--- src/rtl/asteroid_pkg.sv ---
// rtl/asteroid_pkg.sv - shared screen/border geometry, 12-bit colour type, flash states
package asteroid_pkg;

    localparam int SCREEN_WIDTH  = 1440;
    localparam int SCREEN_HEIGHT = 890;
    localparam int BORDER_LEFT   = 50;
    localparam int BORDER_RIGHT  = 50;
    localparam int BORDER_BOTTOM = 100;

    typedef logic [11:0] rgb12_t;

    typedef enum logic {
        IDLE  = 1'b0,
        FLASH = 1'b1
    } flash_state_t;

endpackage

--- src/rtl/flash_ctrl.sv ---
// rtl/flash_ctrl.sv - hit-flash FSM with frame counter and blink phase output
module flash_ctrl
    import asteroid_pkg::*;
#(
    parameter int FLASH_FRAMES = 60,
    parameter int FLASH_PERIOD = 8
) (
    input  logic clk,
    input  logic rst,
    input  logic collision,
    input  logic frame_tick,
    output logic flash_active,
    output logic flash_phase
);

    localparam int         PHASE_BIT  = $clog2(FLASH_PERIOD);
    localparam logic [7:0] LAST_FRAME = 8'(FLASH_FRAMES - 1);

    flash_state_t r_state;
    flash_state_t w_state_nxt;
    logic [7:0]   r_frame_cnt;
    logic [7:0]   w_frame_cnt_nxt;

    always_ff @(posedge clk) begin
        if (rst) begin
            r_state     <= IDLE;
            r_frame_cnt <= '0;
        end else begin
            r_state     <= w_state_nxt;
            r_frame_cnt <= w_frame_cnt_nxt;
        end
    end

    // A collision always wins, including against the terminal frame tick.
    always_comb begin
        w_state_nxt     = r_state;
        w_frame_cnt_nxt = r_frame_cnt;
        if (collision) begin
            w_state_nxt     = FLASH;
            w_frame_cnt_nxt = '0;
        end else if ((r_state == FLASH) && frame_tick) begin
            if (r_frame_cnt == LAST_FRAME) begin
                w_state_nxt     = IDLE;
                w_frame_cnt_nxt = '0;
            end else begin
                w_frame_cnt_nxt = r_frame_cnt + 8'd1;
            end
        end
    end

    assign flash_active = (r_state == FLASH);
    assign flash_phase  = flash_active && r_frame_cnt[PHASE_BIT];

endmodule

--- src/rtl/pixel_compositor.sv ---
// rtl/pixel_compositor.sv - two-stage layer compositor to VGA pins; hit flash under COMPOSITOR_FLASH_EN
module pixel_compositor
    import asteroid_pkg::rgb12_t;
#(
    parameter int     SCREEN_WIDTH  = asteroid_pkg::SCREEN_WIDTH,
    parameter int     SCREEN_HEIGHT = asteroid_pkg::SCREEN_HEIGHT,
    parameter int     BORDER_LEFT   = asteroid_pkg::BORDER_LEFT,
    parameter int     BORDER_RIGHT  = asteroid_pkg::BORDER_RIGHT,
    parameter int     BORDER_BOTTOM = asteroid_pkg::BORDER_BOTTOM,
    parameter rgb12_t BG_RGB        = 12'h000,
    parameter int     FLASH_FRAMES  = 60,
    parameter int     FLASH_PERIOD  = 8
) (
    input  logic        clk,
    input  logic        rst,
    input  logic [10:0] curr_x,
    input  logic [9:0]  curr_y,
    input  logic        video_on,
    input  logic        hsync_in,
    input  logic        vsync_in,
    input  logic [3:0]  border_r,
    input  logic [3:0]  border_g,
    input  logic [3:0]  border_b,
    input  logic [11:0] ship_rgb,
    input  logic        ship_on,
    input  logic [11:0] ast_rgb,
    input  logic        ast_on,
    input  logic        collision,
    output logic [3:0]  vga_r,
    output logic [3:0]  vga_g,
    output logic [3:0]  vga_b,
    output logic        vga_hs,
    output logic        vga_vs,
    output logic        flash_active
);

    localparam logic [10:0] X_LO = 11'(BORDER_LEFT);
    localparam logic [10:0] X_HI = 11'(SCREEN_WIDTH - BORDER_RIGHT);
    localparam logic [9:0]  Y_HI = 10'(SCREEN_HEIGHT - BORDER_BOTTOM);

    logic   w_border_zone;
    logic   r1_border_zone;
    logic   r1_video_on;
    logic   r1_hs;
    logic   r1_vs;
    rgb12_t r1_ship_rgb;
    logic   r1_ship_on;
    rgb12_t r1_ast_rgb;
    logic   r1_ast_on;
    rgb12_t w_playfield;
    rgb12_t w_pix;
    rgb12_t r2_pix;
    logic   r2_hs;
    logic   r2_vs;
    logic   w_invert;

    assign w_border_zone = (curr_x < X_LO) || (curr_x >= X_HI) || (curr_y >= Y_HI);

    // Stage 1 lines the layers up with the painter's one-cycle BRAM latency.
    always_ff @(posedge clk) begin
        if (rst) begin
            r1_border_zone <= 1'b0;
            r1_video_on    <= 1'b0;
            r1_hs          <= 1'b1;
            r1_vs          <= 1'b1;
            r1_ship_rgb    <= '0;
            r1_ship_on     <= 1'b0;
            r1_ast_rgb     <= '0;
            r1_ast_on      <= 1'b0;
        end else begin
            r1_border_zone <= w_border_zone;
            r1_video_on    <= video_on;
            r1_hs          <= hsync_in;
            r1_vs          <= vsync_in;
            r1_ship_rgb    <= ship_rgb;
            r1_ship_on     <= ship_on;
            r1_ast_rgb     <= ast_rgb;
            r1_ast_on      <= ast_on;
        end
    end

`ifdef COMPOSITOR_FLASH_EN
    logic r1_frame_tick;
    logic w_flash_phase;

    always_ff @(posedge clk) begin
        if (rst) begin
            r1_frame_tick <= 1'b0;
        end else begin
            r1_frame_tick <= (curr_x == 11'd0) && (curr_y == 10'd0);
        end
    end

    flash_ctrl #(
        .FLASH_FRAMES (FLASH_FRAMES),
        .FLASH_PERIOD (FLASH_PERIOD)
    ) u_flash_ctrl (
        .clk          (clk),
        .rst          (rst),
        .collision    (collision),
        .frame_tick   (r1_frame_tick),
        .flash_active (flash_active),
        .flash_phase  (w_flash_phase)
    );

    assign w_invert = w_flash_phase;
`else
    logic w_unused_collision;

    assign w_unused_collision = collision;
    assign flash_active       = 1'b0;
    assign w_invert           = 1'b0;
`endif

    // Border pixels bypass the flash inversion; only the playfield blinks.
    always_comb begin
        w_playfield = BG_RGB;
        if (r1_ship_on) begin
            w_playfield = r1_ship_rgb;
        end else if (r1_ast_on) begin
            w_playfield = r1_ast_rgb;
        end
        w_pix = w_playfield ^ {12{w_invert}};
        if (!r1_video_on) begin
            w_pix = 12'h000;
        end else if (r1_border_zone) begin
            w_pix = {border_r, border_g, border_b};
        end
    end

    always_ff @(posedge clk) begin
        if (rst) begin
            r2_pix <= '0;
            r2_hs  <= 1'b1;
            r2_vs  <= 1'b1;
        end else begin
            r2_pix <= w_pix;
            r2_hs  <= r1_hs;
            r2_vs  <= r1_vs;
        end
    end

    assign vga_r  = r2_pix[11:8];
    assign vga_g  = r2_pix[7:4];
    assign vga_b  = r2_pix[3:0];
    assign vga_hs = r2_hs;
    assign vga_vs = r2_vs;

endmodule
--- config.mk ---
export PLATFORM = sky130hd
export DESIGN_NAME = pixel_compositor
export DESIGN_NICKNAME = d
export VERILOG_FILES = /design/src/rtl/asteroid_pkg.sv /design/src/rtl/flash_ctrl.sv /design/src/rtl/pixel_compositor.sv
export SDC_FILE = /design/constraint.sdc
export NUM_CORES = 1
export LEC_CHECK = 0
export BUFFER_PORTS_ARGS = -buffer_cell sky130_fd_sc_hd__buf_2
export CAP_MARGIN = 20
export CORE_MARGIN = 5
export CORE_UTILIZATION = 43
export CTS_CLUSTER_DIAMETER = 60
export DETAILED_ROUTE_END_ITERATION = 6
export PLACE_DENSITY_LB_ADDON = 0.12
export SLEW_MARGIN = 20
export SYNTH_ARGS = -nofsm -noshare
export SYNTH_HDL_FRONTEND = slang
export SYNTH_HIERARCHICAL = 1
export SYNTH_SLANG_ARGS = --single-unit
--- constraint.sdc ---
create_clock -name clk -period 1.25 [get_ports clk]
set_input_delay 0.0625 -clock clk [delete_from_list [all_inputs] [get_ports clk]]
set_output_delay 0.0625 -clock clk [all_outputs]
set_load 0.01 [all_outputs]
==> flow_summary.toml, run 1 <==
[hold_path]
min_from = "border_b[2]"
min_to = "r2_pix[2]"
hold_class = "in2reg"
holdPathStages = 3

[sta]
whs_ns = 0.00636
fmax_mhz = 912
hold_viol = 0
layout_min_cycle_time_ns = 1.10
slew_viol_final = 0
period_share_pct = 87.7
worst_clock_skew_ns = 0.0111
rsz0062_at_grt = "no"
setup_violations = 0

[power_and_ir_drop]
p_leak_nw = 1.04
p_total_mw = 2.57
power_density_nw_per_um2 = 1100
ir_drop_mv = 0.846

[cts]
clockRootBuffer = "clkbuf_4"
cts_buffer_depth = 2
path_clk_slew_ns = 0.12
numCtsBuffers = 5
cts_tree = "done"
cts.htree.levels = 2
cts_sinks = 44
clock_latency_ns = 0.34

[floorplanning]
ios = 80
initial_core_util_pct = 44.3
dieArea_um2 = 4670
die_width_um = 68.4
core_area_um2 = 3310
die_y_um = 68.4
row_count = 21

[route]
route.detailed.drc = 0
wirelength_um = 3550
drt_pass1_iterations = 4
post_drt_wl_per_cell_um = 12.0
ant_nets = 0
drt_iter0_markers = 65
routed_via_density = 4.55
vias = 1351

[setup_path]
startpoint_type = "flip-flop"
path_class = "reg2reg"
rrSetupSlack_ns = 0.15
cp-end-kind = "flip-flop"
timing.rr.end = "r2_pix[9]"
rr_worst_depth = 4
critPathMaxFanout = 13
cp.required_ns = 1.47
cp.arrival_ns = 1.32
r2r_start = "r1_ship_on"

[cells_and_area]
final_common_cell = "buf_2"
nNetsFinal = 316
mostFrequentLayoutCells = "buf_2, dfxtp_1, nor2b_1"
top_regs = "r1_ast_rgb x12, r1_ship_rgb x12, r2_pix x12"
multiInputGateArea_um2 = 552
regArea_um2 = 881
antenna_cells = 0
layout-drive-gt1-share_pct = 36.7
fill_cells = 271
area_growth_pct = 59.1

[global_routing]
grt.busiest_layer = "met2"
use_met3_pct = 6.57
grt_pass1_vias = 1327
grt_max_degree = 25
gr-total-overflow = 0
antenna_found_initial = 0
grt_usage_pct = 16.0
grt_pass1_wl_um = 5450
met2_usage_pct = 28.5
met1_usage_pct = 17.4

[synth]
yosysTopAreaCellShare_pct = 60.1
avgSynthCellArea_um2 = 10.7
seq_area_frac_synth_pct = 60.1
yosys_warnings = 6
synth_cell_type_count = 20
synth_area_leaders = "dfxtp_1, nor2b_1, a221oi_1"
synthCells = 137
synth_area_um2 = 1470
synth_fp_nets = 202
ys_ff_latch = 44
yosysTopAreaCell = "dfxtp_1"

[run_status]
outcome = "complete, no violations"

[run]
max_cap_violations = 0

[placed_design]
gp_congestion = 0.763
io_buffers = 75
place_hpwl_um = 2530
[power breakdown]
part | internal (mW) | leakage (nW) | switching (mW)
logic | 0.233 | 0.639 | 0.136
clock network | 0.319 | 0.0374 | 0.398
registers | 1.47 | 0.364 | 0.0188
[kinds of logic (layout without fill, tap and decap cells)]
kind of cell	Yosys count	in the layout	synth area share [%]
flip-flops	44	44	60.1
buffers and inverters	9	123	2.73
AO/OA/AOI/OAI	19	19	10.9
AND/OR/NAND/NOR	64	64	26.0
other	1	1	0.256
[cells in the mapped netlist]
cell type,number
nor2_1,1
o311ai_0,2
nand4_1,1
dfxtp_1,44
buf_2,2
a2bb2oi_1,1
a221oi_1,12
a21o_2,1
a21oi_1,1
buf_4,1
a31oi_1,1
nor2b_1,41
nand3_1,2
a41oi_1,1
nand2b_1,1
or2_2,4
nor3_1,13
or4_1,1
clkbuf_1,6
conb_1,1
[through the flow]
step / setup TNS (ns) / area, µm² / util, % / cells / setup WS [ns]
CTS: 0 / 2320 / 70.0 / 296 / 0.104
global route: 0 / 2330 / 70.4 / 297 / 0.0557
global placement: -0.524 / 1890 / 57.0 / 253 / -0.0522
floorplan: 0 / 1470 / - / 137 / 0.262
finish: 0 / 2330 / 70.4 / 297 / 0.153
detailed placement: -1.19 / 1890 / 57.0 / 253 / -0.138
[routing by layer]
layer  wire (µm)  vias up
li1            -      701
met1        1450      594
met2        1780       52
met3         285        4
met4          30        0
met5           0        -
[worst max path at each step]
stage	from	to	slack [ns]
global placement	r1_ast_on	r2_pix[6]	-0.05
detailed placement	r1_ast_on	r2_pix[3]	-0.14
finish	r1_ship_on	r2_pix[9]	0.15
CTS	r1_ast_on	r2_pix[3]	0.10
floorplan	r1_ship_on	r2_pix[0]	0.26
global route	r1_ship_on	r2_pix[9]	0.06
[what timing repair did]
item                                    CTS  global route
hold buffers                             36             1
buffers inserted                          0             0
endpoints found under the setup margin   11             4
gates resized for setup                   1             1
endpoints found under the hold margin    36             1
[cell type report]
type	count	area share, %
flip-flops and latches	44	37.8
clock buffers	7	2.79
well taps	46	2.47
multi-input cells	84	23.7
repair buffers	116	33.3
[critical path: stages (launching register included)]
cell	delay, ns
dfxtp_1	0.39
buf_4	0.21
nor2b_1	0.06
a221oi_1	0.25
nor3_1	0.07
Power figures use the tool's default switching activity.
==> run 2, diff against run 1 <==
ABC_AREA = 1   (was default)
CORE_UTILIZATION = 45   (was 43)
==> flow_summary.toml, run 2 <==
[run_status]
outcome = "complete, no violations"

[sta]
worst_clock_skew_ns = 0.00928
finalWorstSetupSlack_ns = 0.137
period_share_pct = 89.0
finalSetupTns_ns = 0
relSlewSlack_pct = 60.9
fmax_mhz = 899
setup_violations = 0
layout_min_cycle_time_ns = 1.11
rsz0062_at_grt = "no"
hold_viol = 0
slew_viol_final = 0
worst_slew_pin_slew_ns = 0.585

[synth]
synthSimpleGateAreaFrac_pct = 17.6
synthCells = 197
avgSynthCellArea_um2 = 8.27
async_reset_ff_share_pct = 0
synthAdderAreaFrac_pct = 0
synth_area_leaders = "dfxtp_1, inv_1, nor2_1"
ys.flop_type = "dfxtp_1"
synth_fp_nets = 262
yosys_warnings = 6
synth.area.mux_share_pct = 0
yosysTopAreaCell = "dfxtp_1"
synth_compound_area_share_pct = 16.0
synth_area_um2 = 1630
ys_ff_latch = 44
synth_top_family_by_area = "simple AND/OR/NAND/NOR gates"
synth.top_cells.by_count = "dfxtp_1, inv_1, nor2_1"
synthXorXnorAreaFrac_pct = 0
synth_edf_count = 0
synthMostInstantiatedCell = "dfxtp_1"
yosysTopAreaCellShare_pct = 54.1
seq_area_frac_synth_pct = 54.1
synth_cell_type_count = 16

[run]
max_cap_violations = 0

[route]
drt_iter0_markers = 53
post_drt_wl_per_cell_um = 10.5
ant_nets = 0
routed_via_density = 4.23
wirelength_um = 3800
vias = 1531
drt_pass1_iterations = 4
route.detailed.drc = 0

[global_routing]
grt_usage_pct = 16.6
grt_max_degree = 23
grt_pass1_vias = 1579
grt_pass1_wl_um = 6600
antenna_found_initial = 0
gr-total-overflow = 0

[cts]
numCtsBuffers = 5
cts_tree = "done"
clock_latency_ns = 0.33
cts_buffer_depth = 2
cts_resized = 0
path_clk_slew_ns = 0.12
postCtsSetupRepairBufs = 0
cts.htree.levels = 2
cts_sinks = 44
clockRootBuffer = "clkbuf_4"

[hold_path]
hold_class = "in2reg"

[power_and_ir_drop]
power_density_nw_per_um2 = 998
ir_drop_mv = 0.870
p_total_mw = 2.49
p_leak_nw = 1.25

[floorplanning]
core_area_um2 = 3420
dieArea_um2 = 4920
die_y_um = 70.2
ios = 80
initial_core_util_pct = 47.7
die_width_um = 70.2
row_count = 21

[setup_path]
cp.arrival_ns = 1.39
cp_slowest_stage_delay_ns = 0.43
worstPathCellList = "inv_1 -> o21ai_0 -> a21oi_1"
critPathMaxFanout = 12
rrSetupSlack_ns = 0.14
cp_num_buf_inv = 1
startpoint_type = "flip-flop"
cp-end-kind = "flip-flop"
crit_family = "buffers and inverters"
cp.required_ns = 1.53
critPathSlowestCell = "inv_1"
path_class = "reg2reg"

[placed_design]
place_hpwl_um = 2510
pre_cts_slack_ns = 0.126
io_buffers = 75
placed_area_um2 = 2040
gp_congestion = 0.707

[cells_and_area]
top_regs = "r1_ast_rgb x12, r1_ship_rgb x12, r2_pix x12"
final_common_cell = "buf_2"
final_cell_area_um2 = 2490
antenna_cells = 0
layout-drive-gt1-share_pct = 35.8
fill_cells = 286
nNetsFinal = 381
area_growth_pct = 53.1
mostFrequentLayoutCells = "buf_2, dfxtp_1, dlygate4sd3_1"
==> run 2: changes by cell type in the layout (fill, tap and decap cells not counted), moves of 4 or more <==
cell           before  now
a221oi_1           12    0
a21oi_2             0   10
nor2b_1            40    0
inv_1               0   36
o21ai_2             0   10
dlygate4sd3_1      37   41
nand2_1             0   24
nor3_1             13    1
nor2_1              1   34
a21oi_1             1   15
==> run 2: area by class of cell <==
type,instances,area [µm²],area share (%)
repair buffers,121,823,33.0
clock buffers,6,41.3,1.66
inverters,36,135,5.42
flip-flops and latches,44,881,35.3
clock inverters,1,5.00,0.201
well taps,46,57.6,2.31
multi-input cells,108,551,22.1
==> run 2: cells by family after synthesis <==
kind of cell           after synthesis
AO/OA/AOI/OAI                       37
buffers and inverters               45
flip-flops                          44
other                                1
AND/OR/NAND/NOR                     70
==> run 2: repair_timing <==
action	4_1_cts	5_1_grt
hold buffers	41	0
endpoints found under the setup margin	0	0
hold endpoints to repair	41	0
==> run 2: power by group <==
group / internal, mW / switching [mW] / total [mW] / leakage [nW]
Combinational: 0.224 / 0.177 / 0.401 / 0.856
Clock: 0.208 / 0.395 / 0.603 / 0.0281
Sequential: 1.47 / 0.0183 / 1.48 / 0.364
Total: 1.90 / 0.590 / 2.49 / 1.25
==> run 2: worst paths after layout <==
| path | from | endpoint | cells after the start |
|---|---|---|---|
| worst min-delay path | rst | r1_ast_rgb[1] | 2 |
| worst min register to register | r1_vs | vga_vs | 1 |
| worst max-delay path | r1_border_zone | r2_pix[8] | 3 |
| worst max register to register | r1_border_zone | r2_pix[8] | 3 |
==> run 2: metal layers <==
layer  part of all wire [%]  GRT usage, %  vias to the layer above  wire length [µm]
met5                      0             0                        -                 0
met1                     38          16.0                      658              1460
met4                    1.1          5.74                        0                40
met2                     54          32.7                       45              2050
li1                       -             -                      823                 -
met3                    6.6          5.02                        5               252
==> run 2: per-stage QoR <==
step | hold slack [ns] | utilization, % | std cells
2_1_floorplan | 0.166 | - | 197
3_3_place_gp | 0.245 | 59.6 | 314
3_5_place_dp | 0.248 | 59.6 | 314
4_1_cts | 0.0127 | 73.0 | 362
5_1_grt | 0.0284 | 73.0 | 362
6_report | 0.0263 | 73.0 | 362
